### src/rtl/rr_arbiter8_pkg.sv
// Shared definitions for the 8-way round-robin arbiter.
package rr_arbiter8_pkg;

  localparam int N_REQ = 8;
  localparam int IDX_W = 3;

  typedef enum logic {
    ST_IDLE  = 1'b0,
    ST_GRANT = 1'b1
  } state_t;

endpackage

### src/rtl/dec3to8_case.sv
// 3-to-8 decoder with enable; all outputs low when disabled.
module dec3to8_case (
  input  logic       en,
  input  logic [2:0] sel,
  output logic [7:0] y
);

  // One-hot decode of sel, gated by en
  always_comb begin
    y = 8'h00;
    if (en) begin
      case (sel)
        3'd0:    y = 8'h01;
        3'd1:    y = 8'h02;
        3'd2:    y = 8'h04;
        3'd3:    y = 8'h08;
        3'd4:    y = 8'h10;
        3'd5:    y = 8'h20;
        3'd6:    y = 8'h40;
        3'd7:    y = 8'h80;
        default: y = 8'h00;
      endcase
    end
  end

endmodule

### src/rtl/rr_pick8.sv
// Round-robin pick: first set request at or after ptr, wrapping mod 8.
module rr_pick8
  import rr_arbiter8_pkg::*;
(
  input  logic [N_REQ-1:0] req,
  input  logic [IDX_W-1:0] ptr,
  output logic [IDX_W-1:0] pick_idx,
  output logic             pick_vld
);

  logic [2*N_REQ-1:0] req_dbl;
  logic [N_REQ-1:0]   rot;
  logic [IDX_W-1:0]   rel_idx;

  // Rotating right by ptr puts requester ptr at bit 0
  assign req_dbl = {req, req};
  assign rot     = req_dbl[ptr +: N_REQ];

  // Fixed-priority encoder on the rotated vector, lowest bit wins
  always_comb begin
    rel_idx = '0;
    for (int i = N_REQ - 1; i >= 0; i--) begin
      if (rot[i]) rel_idx = IDX_W'(i);
    end
  end

  // Undo the rotation; 3-bit add wraps mod 8
  assign pick_idx = rel_idx + ptr;
  assign pick_vld = |req;

endmodule

### src/rtl/rr_arbiter8.sv
// 8-way round-robin arbiter with done/req-drop release and hold timeout.
//
// state    | meaning
// ST_IDLE  | no grant; arbitrate on current req (the mandatory bubble cycle)
// ST_GRANT | gnt_idx owns the resource; hold_cnt counts its cycles
module rr_arbiter8
  import rr_arbiter8_pkg::*;
#(
  parameter int MAX_HOLD = 15,
  parameter int CNT_W    = 8
) (
  input  logic             clk,
  input  logic             rst,
  input  logic [N_REQ-1:0] req,
  input  logic [N_REQ-1:0] done,
  output logic [N_REQ-1:0] gnt,
  output logic [IDX_W-1:0] gnt_idx,
  output logic             gnt_vld,
  output logic             timeout,
  output logic [CNT_W-1:0] hold_cnt
);

  state_t           state, state_nxt;
  logic [IDX_W-1:0] ptr, ptr_nxt;
  logic [IDX_W-1:0] idx_nxt;
  logic [CNT_W-1:0] cnt_nxt;
  logic             tmo_nxt;
  logic [IDX_W-1:0] pick_idx;
  logic             pick_vld;
  logic             own_done;
  logic             own_req;
  logic             at_limit;

  rr_pick8 u_pick (
    .req      (req),
    .ptr      (ptr),
    .pick_idx (pick_idx),
    .pick_vld (pick_vld)
  );

  assign own_done = done[gnt_idx];
  assign own_req  = req[gnt_idx];
  assign at_limit = (hold_cnt == CNT_W'(MAX_HOLD - 1));

  // State, pointer, grant index, hold counter and timeout registers
  always_ff @(posedge clk or posedge rst) begin
    if (rst) begin
      state    <= ST_IDLE;
      ptr      <= '0;
      gnt_idx  <= '0;
      hold_cnt <= '0;
      timeout  <= 1'b0;
    end else begin
      state    <= state_nxt;
      ptr      <= ptr_nxt;
      gnt_idx  <= idx_nxt;
      hold_cnt <= cnt_nxt;
      timeout  <= tmo_nxt;
    end
  end

  // Next-state: arbitrate in IDLE, release on done, req drop or hold limit
  always_comb begin
    state_nxt = state;
    ptr_nxt   = ptr;
    idx_nxt   = gnt_idx;
    cnt_nxt   = hold_cnt;
    tmo_nxt   = 1'b0;
    case (state)
      ST_IDLE: begin
        cnt_nxt = '0;
        if (pick_vld) begin
          idx_nxt   = pick_idx;
          state_nxt = ST_GRANT;
        end
      end
      ST_GRANT: begin
        if (own_done || !own_req || at_limit) begin
          state_nxt = ST_IDLE;
          ptr_nxt   = gnt_idx + 1'b1;
          cnt_nxt   = '0;
          // timeout only when the limit alone forced the release
          tmo_nxt   = at_limit && !own_done && own_req;
        end else if (hold_cnt != '1) begin
          cnt_nxt = hold_cnt + 1'b1;
        end
      end
      default: state_nxt = ST_IDLE;
    endcase
  end

  assign gnt_vld = (state == ST_GRANT);

  dec3to8_case u_dec (
    .en  (gnt_vld),
    .sel (gnt_idx),
    .y   (gnt)
  );

endmodule

### config.mk
export PLATFORM = sky130hd
export DESIGN_NAME = rr_arbiter8
export DESIGN_NICKNAME = d
export VERILOG_FILES = /design/src/rtl/rr_arbiter8_pkg.sv /design/src/rtl/dec3to8_case.sv /design/src/rtl/rr_pick8.sv /design/src/rtl/rr_arbiter8.sv
export SDC_FILE = /design/constraint.sdc
export NUM_CORES = 1
export LEC_CHECK = 0
export BUFFER_PORTS_ARGS = -buffer_cell sky130_fd_sc_hd__buf_2
export CORE_UTILIZATION = 45
export CTS_CLUSTER_SIZE = 16
export DETAILED_ROUTE_END_ITERATION = 7
export PLACE_DENSITY = 0.69
export SYNTH_ARGS = -nofsm -noshare
export SYNTH_HDL_FRONTEND = slang
export SYNTH_SLANG_ARGS = --single-unit
### constraint.sdc
create_clock -name clk -period 3.5 [get_ports clk]
set_clock_uncertainty 0.2 [all_clocks]
set_input_delay 0.175 -clock clk [delete_from_list [all_inputs] [get_ports clk]]
set_output_delay 0.175 -clock clk [all_outputs]
set_load 0.1 [all_outputs]
==> flow_summary.yaml, run 1 <==
synth:
  yosysMostFrequentCell: "dfrtp_1"
  ys_seq_area_frac: 0.2512
  synth_top_area_frac: 0.2512
  async_flop_share: 1.000
  yosysWarnings: 0
  ys_ff_latch: 16
  avgSynthCellArea_um2: 9.322
  synth_edf_count: 0
  synth_area_um2: 1594
  synthTopCellsByCount: "dfrtp_1 (16), inv_1 (12), ha_1 (9), nor2_1 (9)"
  synth_cell_types: 59
  synthCells: 171
  yosys-top-cells-area: "dfrtp_1 (25%), ha_1 (7.1%), mux4_2 (4.2%)"
  synthFlopType: "dfrtp_1"
  syn-num-nets: 199
  synth_top_cell_by_area: "dfrtp_1"
setup_path:
  cpMaxStageDelayCell: "dfrtp_1"
  critPathBufInv: 2
  reg2reg_depth: 12
  cp_top_family: "compound AO/OA/AOI/OAI gates"
  setup.worst_path.end_class: "register"
  arrival_ps: 2950
  setup.worst_path.class: "reg2reg"
  crit_cells: 12
  cp_cell_sequence: "buf_4, a211o_1, and3_1, a31oi_1, o221ai_1, nand2_1, ha_1, inv_1, fa_1, xnor2_1, nor3_1, o31ai_2"
  crit_path_start_kind: "register"
  slowest_delay_ps: 500
  cp_max_fo: 14
  required_ps: 3480
place:
  port_buffers: 38
  gp_congestion: 0.9744
  hpwlAfterDp_mm: 2.861
  dp_cells: 246
floorplanning:
  rows: 21
  dieArea_um2: 3784
  die_x_um: 61.52
  die_h_um: 61.52
  core-area_um2: 3363
  io_pins: 39
  initial_core_util: 0.4740
route:
  dr.pass1.iters: 4
  totalWireLength_mm: 3.715
  ant_nets: 0
  wire_per_inst_um: 14.80
  first_iter_violations: 80
  post-route-drc-count: 0
  via_per_inst: 5.861
  routed-via-count: 1471
grt:
  grt_pass1_wl_mm: 5.506
  grt_usage: 0.1962
  antenna_found_initial: 0
  grt_overflow_total: 0
  grt_max_degree: 17
  grt_pass1_vias: 1187
final_layout:
  drive_gt1_frac: 0.3122
  syn_to_final_growth_pct: 13.42
  instances_no_fill: 251
  seqCellArea_um2: 400.4
  fill_cells: 324
  layout.nets: 234
  multi_input_area_um2: 1054
  antenna-diode-count: 0
status:
  status: "complete, no violations"
cts:
  clock_sinks: 16
  clk_path_buf_depth: 2
  cts_buffers: 3
  htree_num_levels: 1
  cts_tree: "yes"
  root_buffer: "clkbuf_4"
  clk_latency_ps: 290
  clk_pin_slew_ps: 100
  post_cts_buffers: 0
sta:
  period_share: 0.8484
  tightest_slew_ps: 632.4
  min_period_ps: 2969
  final.setup.tns_ps: 0
  max_freq_ghz: 0.3368
  fin_hold_ws_ps: 229.1
  setup_viol: 0
  rsz0062_at_grt: "no"
  maxSlewHeadroom: 0.5780
  slew_violations: 0
  hold_viol_final: 0
pwr:
  ir_worst_vdd_mv: 0.3427
  p_leak_nw: 0.8527
  totalPowerFinal_mw: 1.647
  power_per_cell_area_nw_per_um2: 910.7
worst_hold_path:
  holdCritPathClass: "in2reg"
  worstHoldPathCells: 4
run:
  maxCapViolations: 0
[worst reg2reg max path: cells and delay by family (launching register included)]
family | cells | cell delay (ps)
AO/OA/AOI/OAI | 4 | 700
XOR/XNOR | 1 | 150
adder cells (fa/ha/maj) | 2 | 510
buffers and inverters | 2 | 290
flip-flops | 1 | 500
AND/OR/NAND/NOR | 3 | 500
[where the power goes]
part / total [mW] / switching, mW / internal [mW]
sequential: 0.367 / 0.131 / 0.236
clock: 0.128 / 0.0650 / 0.0633
combinational: 1.15 / 0.779 / 0.373
total: 1.65 / 0.974 / 0.672
[layout by cell type, fill, tap and decap left out, drive strengths merged, types with 2 or more instances in the layout]
| cell | instances |
|---|---|
| nand3 | 7 |
| o21ai | 5 |
| a211oi | 3 |
| a31o | 2 |
| a21oi | 8 |
| o221ai | 2 |
| nand4 | 4 |
| nor2 | 9 |
| buf | 39 |
| dfrtp | 16 |
| mux2 | 3 |
| and2 | 7 |
| nand2 | 8 |
| and3 | 6 |
| ha | 9 |
| mux4 | 3 |
| xnor2 | 2 |
| nor3b | 3 |
| inv | 14 |
| clkbuf | 4 |
| a311oi | 2 |
| a211o | 5 |
| and2b | 2 |
| a31oi | 5 |
| o211ai | 4 |
| nor2b | 2 |
| nor3 | 10 |
| o21a | 3 |
[metal layers]
metal	vias to the layer above	wire length, µm	global-route usage
li1	710	-	-
met4	0	76	0.07302
met3	12	238	0.01261
met5	-	0	0
met1	688	1628	0.2990
met2	61	1772	0.2903
[layout make-up]
class                      count  share of cell area
multi-input combinational    131              0.5827
sequential                    16              0.2215
timing repair buffer          40              0.1149
tap                           46             0.03183
inverter                      14             0.02907
clock buffer                   4             0.02007
[sequential cells by signal, summed over array words and instances (netlist names)]
name,count
hold_cnt,8
gnt_idx,3
ptr,3
gnt_vld,1
timeout,1
[per-stage QoR]
stage	instance area, µm²	utilization	worst slack (ps)
6_report	1808	0.5376	530.7
5_1_grt	1808	0.5376	381.2
4_1_cts	1808	0.5376	555.0
3_5_place_dp	1762	0.5238	564.5
3_3_place_gp	1762	0.5238	696.3
2_1_floorplan	1594	-	885.0
[cell families after synthesis]
logic type                 count (synthesis)  synth area share
and+or+nand+nor                           66            0.2614
AOI/OAI and AO/OA                         45            0.2253
buffers and inverters                     24           0.08790
DFF                                       16            0.2512
adders and majority gates                 10           0.08320
muxes                                      7           0.07457
xor gates and xnor gates                   3           0.01649
[worst paths after layout]
| kind | startpoint | to | slack (ps) |
|---|---|---|---|
| max | ptr[0]$_DFFE_PP0P_ | gnt_idx[2]$_DFFE_PP0P_ | 530 |
| min | req[7] | gnt_vld$_DFF_PP0_ | 230 |
| max reg2reg | ptr[0]$_DFFE_PP0P_ | gnt_idx[2]$_DFFE_PP0P_ | 530 |
| min reg2reg | hold_cnt[3]$_DFFE_PP0P_ | hold_cnt[3]$_DFFE_PP0P_ | 390 |
| max in group asynchronous | rst | gnt_idx[0]$_DFFE_PP0P_ | 2400 |
| min in group asynchronous | rst | timeout$_DFF_PP0_ | 300 |
[repair_timing]
item | in CTS | in global routing
setup endpoints to repair | 0 | 0
hold buffers | 1 | 0
endpoints found under the hold margin | 16 | 0
gates resized for setup | 0 | 0
(Power assumes the default switching activity.)
==> inputs of run 2 (changes only) <==
Clock period 3.5 ns to 2.9 ns, I/O delays scaled along.
==> run 2 against run 1 <==
Die area unchanged; fmax increased by 8.5%; via count shrank 2.4%; sequential share of layout area fell by 0.53 points; sequential power up 14%; hold slack lost 7.3 ps; register-to-register slack got worse by 370 ps; core utilization up 1.5 points; critical path type unchanged; sequential cell count stayed put; combinational power rose by 31%; largest cell class unchanged; global-route usage shrank 0.25 points; total power is 26% higher.
==> flow_summary.yaml, run 2 (same netlist as run 1, synthesis figures left out) <==
status:
  status: "complete, no violations"
setup_path:
  setup.worst_path.end_class: "register"
  setup.worst_path.class: "reg2reg"
  r2r-start: "ptr[0]$_DFFE_PP0P_"
  required_ps: 2910
  arrival_ps: 2740
  worstSetupStartpoint: "ptr[0]$_DFFE_PP0P_"
  crit_path_start_kind: "register"
  cp_max_fo: 17
sta:
  min_period_ps: 2736
  max_freq_ghz: 0.3655
  final.setup.tns_ps: 0
  layout_setup_ws_ps: 164.3
  period_share: 0.9434
  hold_viol_final: 0
  tightest_slew_ps: 620.0
  rsz0062_at_grt: "no"
  fin_hold_ws_ps: 221.9
  setup_viol: 0
  maxSlewHeadroom: 0.5862
  slew_violations: 0
run:
  maxCapViolations: 0
worst_hold_path:
  holdCritPathClass: "in2reg"
  min_from: "req[7]"
final_layout:
  instances_no_fill: 253
  layout.nets: 236
  final_cell_mix: "buf_2 (38), dfrtp_1 (15), inv_1 (12)"
  fin_area_um2: 1858
  fin_util: 0.5525
  multi_input_area_um2: 1075
  largestRegisters: "hold_cnt: 8 flops, gnt_idx: 3 flops, ptr: 3 flops"
  final_common_cell: "buf_2"
  fill_cells: 335
  seqCellArea_um2: 401.6
  regMostFlops: "hold_cnt"
  antenna-diode-count: 0
  syn_to_final_growth_pct: 16.56
  largest_register_ff_count: 8
  drive_gt1_frac: 0.3430
pwr:
  ir_worst_vdd_mv: 0.4057
  p_leak_nw: 0.8729
  power_per_cell_area_nw_per_um2: 1116
  totalPowerFinal_mw: 2.074
cts:
  clk_latency_ps: 290
  root_buffer: "clkbuf_4"
  htree_num_levels: 1
  cts_buffers: 3
  clk_path_buf_depth: 2
  cts_tree: "yes"
  clk_pin_slew_ps: 100
  clock_sinks: 16
place:
  port_buffers: 38
  hpwlAfterDp_mm: 2.823
  dp_cells: 247
  place_worst_setup_slack_ps: 82.33
  gp_congestion: 0.9064
  dpl_cell_area_um2: 1782
floorplanning:
  io_pins: 39
  die_h_um: 61.52
  dieArea_um2: 3784
  die_x_um: 61.52
  initial_core_util: 0.4740
  rows: 21
  core-area_um2: 3363
route:
  dr.pass1.iters: 4
  post-route-drc-count: 0
  totalWireLength_mm: 3.708
  first_iter_violations: 58
  wire_per_inst_um: 14.66
  routed-via-count: 1436
  ant_nets: 0
  via_per_inst: 5.676
grt:
  antenna_found_initial: 0
  grt_pass1_wl_mm: 5.402
  grt_usage: 0.1938
  grt_max_degree: 18
  grt_pass1_vias: 1188
  grt_overflow_total: 0
==> run 2: critical path, cell delays in order (launching register included) <==
cell,delay (ps)
dfrtp_2,450
buf_12,160
a211o_1,260
and3_1,170
a31oi_2,170
o221ai_1,140
nand2_1,90
ha_1,140
inv_1,50
fa_2,340
xnor2_2,150
o21a_1,130
o31ai_2,200
==> run 2: where the power goes <==
group	internal, mW	total, mW	switching [mW]
Clock	0.0764	0.149	0.0731
Combinational	0.515	1.51	0.992
Sequential	0.287	0.417	0.130
Total	0.878	2.07	1.20
==> run 2: area by class of cell <==
type                       instances  share of cell area
clock buffer                       4             0.01953
inverter                          14             0.02828
multi-input combinational        131              0.5785
sequential                        16              0.2162
tap                               46             0.03098
timing repair buffer              42              0.1266
==> run 2: path summary, 6_finish.rpt <==
check	endpoint	slack, ps	depth (start not counted)
min in group asynchronous	gnt_idx[1]$_DFFE_PP0P_	270	3
min reg2reg	hold_cnt[3]$_DFFE_PP0P_	390	2
max	gnt_idx[2]$_DFFE_PP0P_	160	12
min	gnt_vld$_DFF_PP0_	220	4
max reg2reg	gnt_idx[2]$_DFFE_PP0P_	160	12
max in group asynchronous	ptr[0]$_DFFE_PP0P_	1800	3
==> run 2: what timing repair did <==
action | 4_1_cts | 5_1_grt
buffers inserted | 0 | 1
hold buffers | 1 | 0
endpoints found under the setup margin | 0 | 1
gates resized for setup | 0 | 5
endpoints found under the hold margin | 16 | 0
==> run 2: per-layer routing <==
| metal | GRT usage | share of wire | vias to the layer above | wire length [µm] |
|---|---|---|---|---|
| li1 | - | - | 712 | - |
| met1 | 0.2788 | 0.46 | 675 | 1720 |
| met4 | 0.07302 | 0.014 | 0 | 53 |
| met2 | 0.3026 | 0.48 | 43 | 1769 |
| met3 | 0.01681 | 0.044 | 6 | 164 |
| met5 | 0 | 0 | - | 0 |
==> inputs of run 3 (changes only) <==
Settings changed: CTS_CLUSTER_SIZE 16 to default, MAX_ROUTING_LAYER from default to met4.
==> run 3 against run 2 <==
Highest routed layer unchanged; clock power barely moved; first-iteration DRC count fell by 1.7%; total power barely moved.
==> flow_summary.yaml, run 3 (same netlist as run 1, synthesis figures left out) <==
status:
  status: "complete, no violations"
place:
  place_worst_setup_slack_ps: 82.33
  hpwlAfterDp_mm: 2.823
  port_buffers: 38
  gp_congestion: 0.9220
  dpl_cell_area_um2: 1782
setup_path:
  cp_max_fo: 17
  required_ps: 2910
  cp_cell_sequence: "buf_12, a211o_1, and3_1, a31oi_2, o221ai_1, nand2_1, ha_1, inv_1, fa_2, xnor2_2, o21a_1, o31ai_2"
  r2r-start: "ptr[0]$_DFFE_PP0P_"
  setup.worst_path.end_class: "register"
  crit_path_start_kind: "register"
  cpMaxStageDelayCell: "dfrtp_2"
  slowest_delay_ps: 450
  arrival_ps: 2750
  worstSetupStartpoint: "ptr[0]$_DFFE_PP0P_"
  setup.worst_path.class: "reg2reg"
floorplanning:
  rows: 21
  die_x_um: 61.52
  core-area_um2: 3363
  initial_core_util: 0.4740
  dieArea_um2: 3784
  die_h_um: 61.52
  io_pins: 39
final_layout:
  final_common_cell: "buf_2"
  antenna-diode-count: 0
  layout.nets: 236
  final_cell_mix: "buf_2 (38), dfrtp_1 (15), inv_1 (12)"
  regMostFlops: "hold_cnt"
  fill_cells: 335
  syn_to_final_growth_pct: 16.56
  largestRegisters: "hold_cnt: 8 flops, gnt_idx: 3 flops, ptr: 3 flops"
  fin_area_um2: 1858
  largest_register_ff_count: 8
  drive_gt1_frac: 0.3430
  seqCellArea_um2: 401.6
  multi_input_area_um2: 1075
cts:
  root_buffer: "clkbuf_4"
  htree_num_levels: 1
  clock_sinks: 16
  cts_buffers: 3
  cts_tree: "yes"
  clk_latency_ps: 290
  clk_pin_slew_ps: 100
  clk_path_buf_depth: 2
sta:
  maxSlewHeadroom: 0.5872
  fin_hold_ws_ps: 222.1
  setup_viol: 0
  slew_violations: 0
  min_period_ps: 2739
  hold_viol_final: 0
  tightest_slew_ps: 618.5
  period_share: 0.9444
  rsz0062_at_grt: "no"
  layout_setup_ws_ps: 161.1
  final.setup.tns_ps: 0
  max_freq_ghz: 0.3651
route:
  first_iter_violations: 57
  wire_per_inst_um: 14.65
  met1_length_mm: 1.709
  routed-via-count: 1437
  via_per_inst: 5.680
  ant_nets: 0
  met2_length_mm: 1.777
  totalWireLength_mm: 3.706
  post-route-drc-count: 0
  top_layer_used: "met4"
  met3WireLength_um: 166
  dr.pass1.iters: 4
grt:
  antenna_found_initial: 0
  grt_max_degree: 18
  grt_usage: 0.1999
  grt_pass1_wl_mm: 5.388
  grt_overflow_total: 0
  grt_pass1_vias: 1188
run:
  maxCapViolations: 0
pwr:
  totalPowerFinal_mw: 2.074
  power_per_cell_area_nw_per_um2: 1116
  ir_worst_vdd_mv: 0.4059
  p_leak_nw: 0.8729
worst_hold_path:
  min_from: "req[7]"
  holdCritPathClass: "in2reg"
## run 3: cell counts in the layout (fill, tap and decap cells not counted)
No cell type changed its count.
## run 3: power by group
part	internal (mW)	switching (mW)	total, mW
Clock	0.0764	0.0731	0.149
Combinational	0.515	0.992	1.51
Sequential	0.287	0.130	0.417
Total	0.878	1.20	2.07
## run 3: area by class of cell
class / count / area share
repair buffers: 42 / 0.1266
flip-flops and latches: 16 / 0.2162
well taps: 46 / 0.03098
multi-input cells: 131 / 0.5785
clock buffers: 4 / 0.01953
inverters: 14 / 0.02828
## run 3: worst max-delay path: cells and delay by family, from the launching register on
| family | cells | cell delay [ps] |
|---|---|---|
| AOI/OAI and AO/OA | 5 | 910 |
| xor gates and xnor gates | 1 | 150 |
| adders and majority gates | 2 | 480 |
| buffers and inverters | 2 | 210 |
| DFF | 1 | 450 |
| and+or+nand+nor | 2 | 260 |
## run 3: stage by stage
stage               std cells  utilization
detailed placement        247       0.5298
floorplan                 171            -
CTS                       252       0.5435
finish                    253       0.5525
global placement          247       0.5298
global route              253       0.5525
## run 3: path summary, 6_finish.rpt
path                                            to  slack [ps]  depth (start not counted)
setup / recovery            gnt_idx[2]$_DFFE_PP0P_         160                         12
hold / removal                   gnt_vld$_DFF_PP0_         220                          4
setup reg to reg            gnt_idx[2]$_DFFE_PP0P_         160                         12
hold reg to reg            hold_cnt[3]$_DFFE_PP0P_         390                          2
max in group asynchronous       ptr[0]$_DFFE_PP0P_        1800                          3
min in group asynchronous   gnt_idx[1]$_DFFE_PP0P_         270                          3
## run 3: layer usage
metal,vias to the layer above,track usage
li1,712,-
met2,43,0.3041
met5,-,-
met3,6,0.01681
met4,0,0.07302
met1,676,0.2775
## run 3: timing repair
item	4_1_cts	5_1_grt
endpoints found under the hold margin	16	0
resized for setup	0	5
setup endpoints to repair	0	1
hold buffers	1	0
buffers inserted	0	1
